## src/rtl/stopwatch_bcd.sv

```systemverilog
// ---------------------------------------------------------------------------
// stopwatch_bcd
//   MM:SS stopwatch that counts rising edges of the divided square wave
//   (tick_clk_i) as one-second steps, producing four BCD digits for the
//   seven-segment display stage. tick_clk_i is sampled as ordinary data in
//   the clk_i domain; it never clocks any flop.
//
// Ports:
//   clk_i       in   system clock, all state updates on its rising edge
//   rst_i       in   synchronous active-high reset
//   tick_clk_i  in   divided square wave; each rising edge is one count step
//   start_i     in   one-cycle pulse, start/pause toggle
//   clear_i     in   one-cycle pulse, return to 00:00 and IDLE
//   sec_ones_o  out  BCD seconds units (0-9)
//   sec_tens_o  out  BCD seconds tens (0-SEC_TENS_MAX)
//   min_ones_o  out  BCD minutes units (0-9)
//   min_tens_o  out  BCD minutes tens (0-MIN_TENS_MAX)
//   running_o   out  high while in RUN
//   wrap_o      out  one-cycle pulse when the count rolls over to 00:00
// ---------------------------------------------------------------------------
module stopwatch_bcd #(
  parameter int unsigned MIN_TENS_MAX = 5,
  parameter int unsigned SEC_TENS_MAX = 5
) (
  input  logic       clk_i,
  input  logic       rst_i,
  input  logic       tick_clk_i,
  input  logic       start_i,
  input  logic       clear_i,
  output logic [3:0] sec_ones_o,
  output logic [3:0] sec_tens_o,
  output logic [3:0] min_ones_o,
  output logic [3:0] min_tens_o,
  output logic       running_o,
  output logic       wrap_o
);

  localparam logic [3:0] SEC_TENS_LIM = 4'(SEC_TENS_MAX);
  localparam logic [3:0] MIN_TENS_LIM = 4'(MIN_TENS_MAX);
  localparam logic [3:0] ONES_LIM     = 4'd9;

  typedef enum logic [1:0] {
    ST_IDLE  = 2'd0,
    ST_RUN   = 2'd1,
    ST_PAUSE = 2'd2
  } state_t;

  state_t     state_q, state_d;
  logic       tick_q, tick_d;
  logic [3:0] sec_ones_q, sec_ones_d;
  logic [3:0] sec_tens_q, sec_tens_d;
  logic [3:0] min_ones_q, min_ones_d;
  logic [3:0] min_tens_q, min_tens_d;
  logic       running_q, running_d;
  logic       wrap_q, wrap_d;
  logic       tick_s;
  logic       count_s;

  // Rising-edge detect on the sampled slow wave. tick_q resets to 1 so a
  // wave that is already high at reset release is not seen as an edge.
  always_comb begin
    tick_d = tick_clk_i;
    tick_s = tick_clk_i & ~tick_q;
  end

  // Next-state, digit arithmetic and registered-output values.
  always_comb begin
    state_d    = state_q;
    sec_ones_d = sec_ones_q;
    sec_tens_d = sec_tens_q;
    min_ones_d = min_ones_q;
    min_tens_d = min_tens_q;
    wrap_d     = 1'b0;
    // Counting decisions use the pre-update state, so tick+start in RUN
    // still counts before pausing.
    count_s    = tick_s & (state_q == ST_RUN);

    if (clear_i) begin
      state_d    = ST_IDLE;
      sec_ones_d = 4'd0;
      sec_tens_d = 4'd0;
      min_ones_d = 4'd0;
      min_tens_d = 4'd0;
    end else begin
      case (state_q)
        ST_IDLE:  state_d = start_i ? ST_RUN   : ST_IDLE;
        ST_RUN:   state_d = start_i ? ST_PAUSE : ST_RUN;
        ST_PAUSE: state_d = start_i ? ST_RUN   : ST_PAUSE;
        default:  state_d = ST_IDLE;
      endcase

      if (count_s) begin
        // ">=" rather than "==" so a corrupted digit is cleared on its
        // next carry instead of counting on through non-BCD codes.
        if (sec_ones_q >= ONES_LIM) begin
          sec_ones_d = 4'd0;
          if (sec_tens_q >= SEC_TENS_LIM) begin
            sec_tens_d = 4'd0;
            if (min_ones_q >= ONES_LIM) begin
              min_ones_d = 4'd0;
              if (min_tens_q >= MIN_TENS_LIM) begin
                min_tens_d = 4'd0;
                wrap_d     = 1'b1;
              end else begin
                min_tens_d = min_tens_q + 4'd1;
              end
            end else begin
              min_ones_d = min_ones_q + 4'd1;
            end
          end else begin
            sec_tens_d = sec_tens_q + 4'd1;
          end
        end else begin
          sec_ones_d = sec_ones_q + 4'd1;
        end
      end else begin
        wrap_d = 1'b0;
      end
    end

    // Registered from the next state so running_o matches state_q.
    running_d = (state_d == ST_RUN);
  end

  // State, digit and output registers with synchronous reset.
  always_ff @(posedge clk_i) begin
    if (rst_i) begin
      state_q    <= ST_IDLE;
      tick_q     <= 1'b1;
      sec_ones_q <= 4'd0;
      sec_tens_q <= 4'd0;
      min_ones_q <= 4'd0;
      min_tens_q <= 4'd0;
      running_q  <= 1'b0;
      wrap_q     <= 1'b0;
    end else begin
      state_q    <= state_d;
      tick_q     <= tick_d;
      sec_ones_q <= sec_ones_d;
      sec_tens_q <= sec_tens_d;
      min_ones_q <= min_ones_d;
      min_tens_q <= min_tens_d;
      running_q  <= running_d;
      wrap_q     <= wrap_d;
    end
  end

  assign sec_ones_o = sec_ones_q;
  assign sec_tens_o = sec_tens_q;
  assign min_ones_o = min_ones_q;
  assign min_tens_o = min_tens_q;
  assign running_o  = running_q;
  assign wrap_o     = wrap_q;

endmodule

```

## config.mk

```make
export PLATFORM = sky130hd
export DESIGN_NAME = stopwatch_bcd
export DESIGN_NICKNAME = d
export VERILOG_FILES = /design/src/rtl/stopwatch_bcd.sv
export SDC_FILE = /design/constraint.sdc
export NUM_CORES = 1
export LEC_CHECK = 0
export BUFFER_PORTS_ARGS = -buffer_cell sky130_fd_sc_hd__buf_2
export CAP_MARGIN = 20
export CORE_UTILIZATION = 30
export DETAILED_ROUTE_END_ITERATION = 16
export GPL_TIMING_DRIVEN = 0
export SYNTH_ARGS = -nofsm -noshare
export SYNTH_HDL_FRONTEND = slang
export SYNTH_SLANG_ARGS = --single-unit
export TNS_END_PERCENT = 1
```

## constraint.sdc

```tcl
create_clock -name clk_i -period 2.6 [get_ports clk_i]
set_input_delay 0.13 -clock clk_i [delete_from_list [all_inputs] [get_ports clk_i]]
set_output_delay 0.13 -clock clk_i [all_outputs]
set_load 0.005 [all_outputs]
```

==> metrics.md, run 1 <==
| Metric | Value |
|---|---|
| Worst Skew | 0.00653 ns |
| Leak pwr | 0.553 nW |
| Compound-Gate Fraction of Synth Area | 19.0% |
| Crit path launch | sec_tens_o[1] |
| Post-synthesis adder-cell area fraction | 12.8% |
| Tcrit/Tclk final | 75.3% |
| Combinational family with the most area after synthesis | simple AND/OR/NAND/NOR gates |
| Vias/cell | 5.17 |
| Vias in the first global route | 997 |
| Final hold vios | 0 |
| Die X | 64.5 um |
| Cts hold-fix bufs | 0 |
| Placed Cells | 198 |
| Clock latency on the worst-skew pair | 0.26 ns |
| Reg2reg end | min_ones_o[2] |
| Proportion of power drawn by the clock network | 38.9% |
| # setup viols final | 0 |
| Core Area | 3720 sq um |
| Slew headroom | 46.1% |
| Final Hold Slack | 0.0793 ns |
| FMAX | 511 MHz |
| Post-Synth XOR/XNOR Area | 2.14% |
| Mapped cell area | 1170 sq um |
| Diode count | 0 |
| Avg Cell Area, Syn | 9.15 sq um |
| Area of placed instances | 1340 sq um |
| Setup TNS Final | 0 ns |
| Multi-input logic area | 686 sq um |
| Die height | 64.5 um |
| Fillers | 394 |
| RSZ-0062 raised after global routing | no |
| Grt total ovfl | 0 |
| Max VDD drop | 168 uV |
| Yosys warns | 0 |
| Clock Root Buffer | clkbuf_8 |
| CP Launch Type | flop |
| Area Overhead vs Synth | 18.5% |
| GRT Max-Usage Layer | met2 |
| Mux cell area share after synthesis | 0.855% |
| Internal power | 0.438 mW |
| #FFs+latches synth | 21 |
| GRT Total Usage | 13.5% |
| CTS sink count | 21 |
| Syn nets | 145 |
| FFs w/ async S/R, synth | 0% |
| Vias | 1,045 |
| Hold path start | tick_clk_i |
| H-tree depth | 1 |
| Initial antenna violation count | 0 |
| Crit Path Class | reg2reg |
| Maximum buffer depth of the clock tree | 2 |
| Pwr Density | 406 nW/um^2 |
| Met2 Use GR | 23.7% |
| DR WL/cell | 12.7 um |
| Synthesized instance count | 128 |
| 1st-pass router iterations | 4 |
| Part of the power in registers | 57.8% |
| Hpwl dp | 1.92 mm |
| Reg-to-reg startpoint | sec_tens_o[1] |
| Post-synthesis cell type count | 41 |
| P_sw | 0.125 mW |
| Port Buffers | 22 |
| Final wirelength | 2.56 mm |
| Global-route wire length before repair | 4.45 mm |
| Status | finished, final reports clean |
| Met1 GRT Util | 16.5% |
| Post-Synth Simple-Gate Area | 23.7% |
| Reg area | 420 sq um |
| Clock Pin Slew Worst Setup and Hold Paths | 0.08 ns |
| Hold WC Path Type | in2reg |
| Worst reg-to-reg setup slack | 0.64 ns |
| CP required | 2.76 ns |
| Final Wtd Congestion | 0.768 |
| I/O pin total | 23 |
| Postcts setup bufs | 0 |
| Count of flip-flops with a built-in enable after synthesis | 0 |
| Die ar. | 4160 sq um |
| CTS tree | done |
| Post-synthesis sequential area ratio | 35.9% |
| Pin count of the biggest net entering global routing | 13 |
| Worst-margin pin slew | 0.802 ns |
| Net Sw Frac | 22.2% |
| Comb pwr share | 3.4% |
| Post_cts resized | 0 |
| ANT nets after route | 0 |
| Row count | 22 |
| Met3 usage | 1.58% |
| DRT iter0 DRCs | 48 |
| Final Non-Filler Cells | 202 |
| Crit path DAT | 2.11 ns |
| Reg2reg path depth | 6 |
| CP max FO | 9 |
| Post-layout min period | 1.96 ns |
| Total power | 0.563 mW |
| CTS Buf Count | 3 |
| Layout cell share with drive strength beyond 1 | 25.3% |
| Fin area | 1390 sq um |
| Final net count | 172 |
| Max Transition Viols Final | 0 |
| Initial core utilization | 31.5% |
| Setup crit end kind | flop |
| Ys flop type | dfxtp_1 |
| Worst Hold End | tick_q |
| DRC | 0 |
| Maxcap violations | 0 |
| Hold depth | 2 |
-- cells in the final DEF (no fill, tap or decap), types with 4 or more instances in the layout --
master    count
inv_1        11
dfxtp_1      21
buf_2        23
o31ai_1       5
nand2_1       5
nor2_1        7
a211oi_1      4
nand4_1       6
nand3_1       4
a21oi_1      14
ha_1         12
-- worst max path at each step --
stage | cells after the start | to
floorplan | 8 | sec_tens_o[0]
global placement | 6 | min_ones_o[2]
detailed placement | 6 | min_ones_o[2]
CTS | 6 | min_ones_o[2]
global route | 7 | min_tens_o[2]
finish | 6 | min_ones_o[2]
-- power groups by stage --
stage,Combinational [mW],Clock (mW),Sequential [mW]
detailed placement,0.0192,0,0.333
global placement,0.0184,0,0.333
CTS,0.0193,0.223,0.325
finish,0.0190,0.219,0.325
global route,0.0214,0.239,0.326
floorplan,0.0106,0,0.333
-- through the flow --
stage | utilization, % | worst slack (ns)
finish | 37.3 | 0.641
global route | 37.3 | 0.494
CTS | 37.3 | 0.629
detailed placement | 36.1 | 0.637
global placement | 36.1 | 0.707
floorplan | - | 0.903
-- logic make-up (layout without fill, tap and decap cells) --
family          Yosys count  after routing
buf+inv                  15             41
mux                       1              1
xor+xnor                  2              2
fa+ha+maj                12             12
simple gates             43             43
flops                    21             21
compound gates           34             34
-- cell type report --
cell class	count	area share, %
plain buffers	4	1.71
clock inverters	1	0.361
well taps	48	4.33
flip-flops and latches	21	30.3
multi-input cells	92	49.4
repair buffers	22	7.94
inverters	11	2.98
clock buffers	3	2.98
-- Yosys cell counts (all sizes together) (2+ instances only) --
master	n	share of area, %
dfxtp	21	36
a21oi	14	6.0
ha	12	13
inv	11	3.5
nor2	8	2.8
nand3	6	3.4
nand4	6	3.2
nand2	5	1.6
o31ai	5	3.2
a211oi	4	2.6
nor3	4	2.6
o21ai	3	1.3
and3	2	1.5
buf	2	1.4
clkbuf	2	0.64
nand2b	2	1.1
nand3b	2	1.3
or2	2	1.1
or3b	2	1.5
-- layer usage --
layer / routed length (um) / share of wire [%]
met1: 1180 / 46
met2: 1280 / 50
met3: 61 / 2.4
met4: 36 / 1.4
met5: 0 / 0
-- sequential cells by signal (all words and copies together) (netlist names) --
register	cells
min_ones_o	4
min_tens_o	4
running_o	1
sec_ones_o	4
sec_tens_o	4
state_q	2
tick_q	1
wrap_o	1
-- worst max-delay path, cell delays in order, from the launching register on --
cell and delay (ns):
dfxtp_1 0.40, inv_1 0.09, ha_1 0.19, nand2b_1 0.16
a21oi_1 0.64, nor2_2 0.13, a32o_1 0.25
Note: power is estimated with default switching activity, not from simulation.
==> run 2: changes to the inputs <==
Settings changed: ABC_AREA from default to 1.
Clock period 2.6 ns to 1.7 ns, I/O delays scaled along.
==> metrics.md, run 2 <==
| Metric | Value |
|---|---|
| Hold depth | 2 |
| CP Launch Type | flop |
| Global-route wire length before repair | 3.65 mm |
| Final Hold Slack | 0.0250 ns |
| Reg2reg path depth | 11 |
| # setup viols final | 0 |
| CP max FO | 5 |
| Vias in the first global route | 839 |
| DR WL/cell | 9.28 um |
| Initial core utilization | 31.8% |
| Worst-margin pin slew | 0.272 ns |
| Core Area | 3740 sq um |
| Worst reg-to-reg setup slack | 0.16 ns |
| FMAX | 650 MHz |
| Avg Cell Area, Syn | 7.83 sq um |
| Pin count of the biggest net entering global routing | 12 |
| Crit path DAT | 1.74 ns |
| Crit Path Class | reg2reg |
| Setup TNS Final | 0 ns |
| Count of flip-flops with a built-in enable after synthesis | 0 |
| Final wirelength | 2.10 mm |
| Vias | 950 |
| Hold WC Path Type | in2reg |
| Die X | 65.0 um |
| Final Wtd Congestion | 0.743 |
| Hpwl dp | 1.60 mm |
| Grt total ovfl | 0 |
| Setup crit end kind | flop |
| I/O pin total | 23 |
| CTS sink count | 21 |
| Clock Root Buffer | clkbuf_8 |
| Leak pwr | 0.684 nW |
| Worst Skew | 0.00122 ns |
| Diode count | 0 |
| Port Buffers | 22 |
| Area fraction of the dominant cell type after synthesis | 35.3% |
| Final net count | 196 |
| Final hold vios | 0 |
| Ys flop type | dfxtp_1 |
| Die height | 65.0 um |
| CTS tree | done |
| Die ar. | 4220 sq um |
| Total power | 0.857 mW |
| Post-synthesis cell type count | 25 |
| Area Overhead vs Synth | 18.3% |
| Area of placed instances | 1360 sq um |
| ANT nets after route | 0 |
| Synthesized instance count | 152 |
| Most common cell in the netlist | nand2_1 |
| DRT iter0 DRCs | 18 |
| Maximum buffer depth of the clock tree | 2 |
| Finished Core Util | 37.6% |
| Layout cell share with drive strength beyond 1 | 22.5% |
| 1st-pass router iterations | 4 |
| Yosys warns | 0 |
| Max Transition Viols Final | 0 |
| Most frequent cells in the layout | 34 x nand2_1, 23 x buf_2, 21 x inv_1 |
| Fin area | 1410 sq um |
| Pwr Density | 609 nW/um^2 |
| Syn nets | 169 |
| Yosys top cell by area | dfxtp_1 |
| Status | finished, final reports clean |
| Post-synthesis sequential area ratio | 35.3% |
| Most common cell after layout, fill and taps aside | nand2_1 |
| Post-layout min period | 1.54 ns |
| FFs w/ async S/R, synth | 0% |
| Slew headroom | 81.9% |
| H-tree depth | 1 |
| CP required | 1.90 ns |
| GRT Total Usage | 11.0% |
| Vias/cell | 4.20 |
| Row count | 22 |
| Mapped cell area | 1190 sq um |
| CTS Buf Count | 3 |
| Top cells by area, synth | dfxtp_1 35%, ha_1 13%, nand2_1 11%, inv_1 6.6%, nor2_1 5.7% |
| Clock latency on the worst-skew pair | 0.25 ns |
| RSZ-0062 raised after global routing | no |
| Max VDD drop | 242 uV |
| #FFs+latches synth | 21 |
| Top cells by count, synth | 34 x nand2_1, 21 x dfxtp_1, 21 x inv_1 |
| Clock Pin Slew Worst Setup and Hold Paths | 0.07 ns |
| Tcrit/Tclk final | 90.5% |
| DRC | 0 |
| Maxcap violations | 0 |
| Initial antenna violation count | 0 |
[run 2: cell count changes after synthesis, moves of 3 or more]
cell,previous run,this run
inv_1,11,21
nand2_1,5,34
a21oi_1,14,8
nor2_1,7,18
o31ai_1,5,0
o21ai_1,0,3
[run 2: cell type report]
type | instances | area, sq um
repair buffers | 22 | 110
flip-flops and latches | 21 | 423
multi-input cells | 107 | 678
clock buffers | 4 | 45.0
inverters | 23 | 86.3
fillers | 419 | 2340
well taps | 48 | 60.1
plain buffers | 1 | 5.00
[run 2: report_power, final]
group / internal (mW) / switching (mW) / leakage (nW)
combinational: 0.0123 / 0.0231 / 0.491
clock: 0.167 / 0.156 / 0.0228
sequential: 0.496 / 0.00319 / 0.171
total: 0.675 / 0.182 / 0.684
[run 2: metrics by stage]
stage	worst slack (ns)	cells
floorplan	0.279	152
global placement	0.160	222
detailed placement	0.148	222
CTS	0.134	226
global route	0.000937	226
finish	0.161	226
[run 2: worst paths after layout]
kind | from | endpoint
max | min_ones_o[1] | min_tens_o[0]
min | rst_i | tick_q
max reg2reg | min_ones_o[1] | min_tens_o[0]
min reg2reg | min_tens_o[3] | min_tens_o[3]
[run 2: routing by layer]
layer | vias to the layer above | global-route usage, % | part of all wire, %
li1 | 530 | - | -
met1 | 404 | 14.9 | 55
met2 | 14 | 17.1 | 42
met3 | 2 | 1.58 | 2.7
met4 | 0 | 5.00 | 0.43
met5 | - | 0 | 0
[run 2: kinds of logic (layout without fill, tap and decap cells)]
| group | after synthesis | after routing | synth area share (%) |
|---|---|---|---|
| AO/OA/AOI/OAI | 17 | 17 | 8.83 |
| AND/OR/NAND/NOR | 74 | 74 | 32.6 |
| buffers and inverters | 24 | 50 | 7.68 |
| adder cells (fa/ha/maj) | 12 | 12 | 12.6 |
| flip-flops | 21 | 21 | 35.3 |
| XOR/XNOR | 4 | 4 | 2.94 |
[run 2: timing repair]
action | in CTS | in global routing
gates resized for setup | 0 | 2
hold buffers | 0 | 0
endpoints found under the setup margin | 0 | 3
setup buffers | 0 | 0
[run 2: critical path: stages (launching register included)]
cell,delay [ns]
dfxtp_1,0.38
inv_1,0.09
ha_1,0.18
nor2_1,0.08
nand2_1,0.05
nand2_1,0.13
inv_1,0.12
nand2_1,0.09
nor2_2,0.05
nor2_1,0.18
nand2_1,0.07
nand2_1,0.06
